## config.mk

```make
export PLATFORM = sky130hd
export DESIGN_NAME = adder_subtractor
export DESIGN_NICKNAME = d
export VERILOG_FILES = /design/src/rtl/adder_subtractor_pkg.sv /design/src/rtl/full_adder.sv /design/src/rtl/adder_subtractor.sv
export SDC_FILE = /design/constraint.sdc
export NUM_CORES = 1
export LEC_CHECK = 0
export BUFFER_PORTS_ARGS = -buffer_cell sky130_fd_sc_hd__buf_2
export CAP_MARGIN = 10
export CORE_AREA = 2 2 39 41
export CTS_BUF_LIST = sky130_fd_sc_hd__clkbuf_4
export CTS_CLUSTER_DIAMETER = 40
export DETAILED_ROUTE_END_ITERATION = 6
export DIE_AREA = 0 0 41 43
export PLACE_DENSITY = 0.6
export SLEW_MARGIN = 20
export SYNTH_ARGS = -nofsm -noshare
export SYNTH_HDL_FRONTEND = slang
export SYNTH_SLANG_ARGS = --single-unit
export TNS_END_PERCENT = 20
```

## constraint.sdc

```tcl
create_clock -name clk -period 0.85 [get_ports clk]
set_input_delay 0.17 -clock clk [delete_from_list [all_inputs] [get_ports clk]]
set_output_delay 0.17 -clock clk [all_outputs]
set_load 0.02 [all_outputs]
```

## src/rtl/adder_subtractor_pkg.sv

```systemverilog
// Shared constants for the adder/subtractor: mode encodings and default width.
package adder_subtractor_pkg;

    localparam logic MODE_ADD = 1'b0;
    localparam logic MODE_SUB = 1'b1;

    localparam int unsigned DEFAULT_WIDTH = 4;

endpackage

```

## src/rtl/full_adder.sv

```systemverilog
// Single-bit full adder stage used to build the ripple-carry chain.
module full_adder (
    input  logic a,
    input  logic b,
    input  logic cin,
    output logic sum,
    output logic cout
);

    // Combinational sum and carry of one bit position.
    always_comb begin
        sum  = a ^ b ^ cin;
        cout = (a & b) | (a & cin) | (b & cin);
    end

endmodule

```

## src/rtl/adder_subtractor.sv

```systemverilog
// Ripple-carry adder/subtractor with a single registered output stage.
// M selects add (A+B) or subtract (A+~B+1); results appear one cycle after sampling.
module adder_subtractor
    import adder_subtractor_pkg::*;
#(
    parameter int unsigned WIDTH = DEFAULT_WIDTH
) (
    input  logic             clk,
    input  logic             rst,
    input  logic             in_valid,
    input  logic             M,
    input  logic [WIDTH-1:0] A,
    input  logic [WIDTH-1:0] B,
    output logic [WIDTH-1:0] S,
    output logic             cout,
    output logic             overflow,
    output logic             zero,
    output logic             out_valid
);

    logic             is_sub;
    logic [WIDTH-1:0] b_eff;
    logic [WIDTH-1:0] sum;
    logic [WIDTH:0]   carry;

    logic [WIDTH-1:0] s_q;
    logic             cout_q;
    logic             ovf_q;
    logic             zero_q;
    logic             valid_q;

    // Subtract inverts B and injects the +1 as the stage-0 carry-in.
    always_comb begin
        is_sub   = (M == MODE_SUB);
        b_eff    = B ^ {WIDTH{is_sub}};
        carry[0] = is_sub;
    end

    for (genvar i = 0; i < WIDTH; i++) begin : g_stage
        full_adder u_fa (
            .a    (A[i]),
            .b    (b_eff[i]),
            .cin  (carry[i]),
            .sum  (sum[i]),
            .cout (carry[i+1])
        );
    end

    // Output register: capture on in_valid, otherwise hold; out_valid tracks in_valid.
    always_ff @(posedge clk or posedge rst) begin
        if (rst) begin
            s_q     <= '0;
            cout_q  <= 1'b0;
            ovf_q   <= 1'b0;
            zero_q  <= 1'b1;
            valid_q <= 1'b0;
        end else begin
            valid_q <= in_valid;
            if (in_valid) begin
                s_q    <= sum;
                cout_q <= carry[WIDTH];
                // Signed overflow: carry into MSB differs from carry out of MSB.
                ovf_q  <= carry[WIDTH] ^ carry[WIDTH-1];
                zero_q <= (sum == '0);
            end
        end
    end

    // Drive outputs straight from the register stage.
    always_comb begin
        S         = s_q;
        cout      = cout_q;
        overflow  = ovf_q;
        zero      = zero_q;
        out_valid = valid_q;
    end

endmodule

```

After elaboration in Yosys (flattened, before gate mapping)

Cells that the tools add are included.

Bitwise gates (word level): 30
Reductions and logical operators: 1

Operators by type and width:

| kind              | count |
|---|---|
| bitwise AND 1 bit | 12 |
| XOR 1 bit         | 9 |
| bitwise OR 1 bit  | 8 |
| logical NOT 4 bit | 1 |
| XOR 4 bit         | 1 |

Flip-flop bits (word level): 8
Input port bits: 12
Output and inout port bits: 8

Logic depth before layout (Yosys ltp)

Depth after elaboration: 14
Depth in mapped cells: 8
Gate-level depth less buffers: 8

Cells and area by module

A second synthesis with hierarchy kept.

Cell total of the unflattened synthesis: 28
Area, all modules: 451.7 um2

By module, submodules not included:

| module           | times used | cells an instance | area an instance (um2) | seq. area each (um2) |
|---|---|---|---|---|
| adder_subtractor | 1          | 24                | 371.6                  | 201.4 |
| full_adder       | 4          | 1                 | 20.0                   | 0.0 |

Least setup slack after synthesis

Ideal clock, no wire load.

Kind: input-to-reg
Start point: in B[0]
End point: reg ovf_q (netlist: overflow)
Library setup time: 125 ps
Arrival: 1,895 ps
Data required time: 725 ps
Path slack: -1,170 ps
Stages on the path: 8
Path buffers: 0
Path through: mux2_2 > fa_1 > inv_1 > fa_1 > inv_1 > fa_1 > xnor2_1 > mux2_2

Longest elaborated chain between the ends: 14
Elaborated cells between the ends (all ways): 18
Classes of those cells: bitwise (18)

RTL lines:

| element                  | RTL line               | source |
|---|---|---|
| start, declared          | adder_subtractor.sv:13 | `input logic [WIDTH-1:0] B,` |
| XOR 4 bit *              | adder_subtractor.sv:35 | `b_eff = B ^ {WIDTH{is_sub}};` |
| bitwise AND 1 bit        | full_adder.sv:13       | `cout = (a & b) \| (a & cin) \| (b & cin);` |
| bitwise OR 1 bit         | full_adder.sv:13       |  |
| bitwise OR 1 bit *       | full_adder.sv:13       |  |
| bitwise AND 1 bit        | full_adder.sv:13       |  |
| bitwise OR 1 bit         | full_adder.sv:13       |  |
| bitwise OR 1 bit *       | full_adder.sv:13       |  |
| bitwise AND 1 bit        | full_adder.sv:13       |  |
| bitwise OR 1 bit         | full_adder.sv:13       |  |
| bitwise OR 1 bit *       | full_adder.sv:13       |  |
| bitwise AND 1 bit        | full_adder.sv:13       |  |
| bitwise OR 1 bit         | full_adder.sv:13       |  |
| bitwise OR 1 bit *       | full_adder.sv:13       |  |
| via g_stage[3].u_fa.cout | full_adder.sv:7        | `output logic cout` |
| XOR 1 bit *              | adder_subtractor.sv:63 | `ovf_q <= carry[WIDTH] ^ carry[WIDTH-1];` |
| end signal, assigned     | adder_subtractor.sv:63 |  |
| end, declared            | adder_subtractor.sv:28 | `logic ovf_q;` |

Mark *: on every way through the listed nets, which the timed path passes. The rest lies on a longest branch.
A chain may end at the register's enable or synchronous reset.

Worst setup path in the final report

Ends and elaborated chain as after synthesis.

==> impl_metrics.json <==
{
  "syn_to_final_growth_pct": 56.5,
  "met3_usage": 0.0942,
  "syn_nets": 46,
  "setup_ws_ns": -0.916,
  "antenna_found_initial": 0,
  "drt_first_pass_iters": 2,
  "htreeDepth": 1,
  "criticalPathCategory": "input pin to flop",
  "grt_pass1_vias": 351,
  "final_cell_area_sq_um": 693,
  "routedWlPerCell_microns": 11.3,
  "drt_wl_total_microns": 857,
  "yosysSeqAreaShare": 0.455,
  "async_reset_ff_frac": 1.00,
  "ir_drop_v": 0.00105,
  "initialDrtViolationCount": 1,
  "netlist_instances": 31,
  "synthTopCellsByArea": "dfrtp_1 (40%), mux2_2 (15%), fa_1 (14%)",
  "num_antenna_cells": 0,
  "ys_types": 12,
  "status": "complete, but fails checks",
  "grt_usage": 0.133,
  "cp-end-kind": "flop",
  "yosys.area.top_type_share": 0.395,
  "fin_worst_skew_ns": 0,
  "power.leakage_nw": 0.345,
  "whs_ns": 0.159,
  "cts.sinks": 8,
  "grt_first_pass_wirelength_microns": 1430,
  "grt_max_degree": 10,
  "rsz0062_at_grt": "yes",
  "ys.flop_type": "dfrtp_1",
  "dpl.cell_count": 69,
  "synth_seq_cells": 8,
  "grtUsageMet2": 0.188,
  "timing.final.crit_share": 2.08,
  "hold_path.class": "input pin to flop",
  "ant_nets": 0,
  "violations": "setup timing",
  "finalHoldViolCount": 0,
  "cts_root_buf": "clkbuf_4",
  "worst_slew_pin_slew_ns": 0.319,
  "cp_max_fo": 2,
  "reg2reg_depth": 1,
  "cp.arrival_ns": 1.91,
  "io_buffers": 19,
  "vias": 331,
  "r2r_end": "S[1]",
  "cap_violations": 0,
  "r2r-start": "S[1]",
  "yosysMostFrequentCell": "dfrtp_1",
  "slew_viol_final": 0,
  "path_clk_slew_ns": 0.06,
  "p_per_area_mw_per_mm2": 2040,
  "rows": 14,
  "final_layout_size_suffix_gt1_frac": 0.750,
  "insertion_delay_ns": 0.25,
  "die_h_microns": 43,
  "setup.worst_path.end": "overflow",
  "dieWidth_microns": 41,
  "start_util": 0.320,
  "syn_area_per_cell_sq_um": 14.3,
  "rrSetupSlack_ns": 0.08,
  "synth_commonest_cells": "dfrtp_1 (7), mux2_2 (6), inv_1 (4), fa_1 (3), xor2_1 (3)",
  "grtUsageMet1": 0.138,
  "yosys_warnings": 0,
  "layoutNonFillerInstCount": 76,
  "busiest_layer": "met2",
  "cts.path.max_buffers": 2,
  "cts_tree": "done",
  "gp_congestion": 0.724,
  "cts_made_buffers": 3,
  "ios": 20,
  "startpoint": "B[0]",
  "nNetsFinal": 76,
  "core-area_sq_mm": 0.00138,
  "dieArea_sq_mm": 0.00176,
  "synth_area_leader_cell": "dfrtp_1",
  "crit_path_start_kind": "input pin",
  "gr-total-overflow": 0,
  "period_needed_ns": 1.77,
  "dpl-instance-area_sq_um": 584,
  "required_ns": 1.00,
  "synth_area_sq_um": 443,
  "drc_errors": 0,
  "synth_edf_count": 0,
  "vias_per_cell": 4.36,
  "slew_headroom": 0.787,
  "setup_violations": 14,
  "fmax_mhz": 566
}
## registers in the layout (all words and copies together) (netlist names)
signal     cells
S              4
cout           1
out_valid      1
overflow       1
zero           1
## worst max-delay path, cell delays in order
cell     delay (ns)
buf_6          0.10
mux2_4         0.29
fa_2           0.33
inv_2          0.06
fa_2           0.20
inv_2          0.04
fa_2           0.33
xnor2_1        0.13
mux2_4         0.25
## logic make-up after synthesis
family,after synthesis,synth area share
AND/OR/NAND/NOR,2,0.0452
XOR/XNOR,5,0.0989
adder cells (fa/ha/maj),3,0.136
buffers and inverters,5,0.0593
flip-flops,8,0.455
AO/OA/AOI/OAI,2,0.0537
multiplexers,6,0.153
## layer usage
metal,wire (microns),vias up
met5,0,-
li1,-,158
met2,442,10
met3,60,5
met4,17,0
met1,337,158
## final cells by class
type	count	area, sq um
clock buffer	4	30.0
fill	125	691
inverter	4	15.0
multi-input combinational	18	245
sequential	8	201
tap	16	20.0
timing repair buffer	26	181
## worst min path at each step
stage          startpoint   endpoint  slack [ns]  cells after the start
6_report         in_valid  out_valid        0.16                      1
5_1_grt          in_valid  out_valid        0.16                      1
4_1_cts          in_valid  out_valid        0.14                      1
3_5_place_dp          rst  out_valid        0.14                      2
3_3_place_gp          rst  out_valid        0.13                      2
2_1_floorplan         rst       S[0]       -0.02                      1
## cells in the final DEF, fill, tap and decap left out
cell type / count
buf_2: 14
buf_4: 6
buf_6: 5
clkbuf_4: 4
dfrtp_1: 7
dfstp_2: 1
dlygate4sd3_1: 1
fa_2: 3
inv_1: 2
inv_2: 2
mux2_2: 2
mux2_4: 4
nand2_4: 1
nand2b_2: 1
o21a_1: 1
o41ai_2: 1
xnor2_1: 2
xor2_1: 2
xor2_2: 1
## stage by stage
step	util	power (mW)	setup WS (ns)	TNS (ns)
6_report	0.501	1.41	-0.916	-5.20
5_1_grt	0.501	1.51	-0.951	-5.67
4_1_cts	0.473	1.38	-0.928	-5.38
3_5_place_dp	0.422	0.981	-1.25	-6.41
3_3_place_gp	0.422	0.974	-1.24	-6.30
2_1_floorplan	-	0.819	-1.11	-5.45
## repair_timing
item,in CTS,in global routing
buffers inserted,0,2
gates resized for setup,8,7
endpoints found under the setup margin,14,14
hold endpoints to repair,7,0
hold buffers,1,0
pin swaps,2,1
## report_power, final
group | internal [mW] | leakage, nW | switching [mW]
Clock | 0.212 | 0.0184 | 0.137
Combinational | 0.295 | 0.235 | 0.260
Sequential | 0.465 | 0.0916 | 0.0431
Total | 0.972 | 0.345 | 0.440
Note: power is estimated with default switching activity, not from simulation.
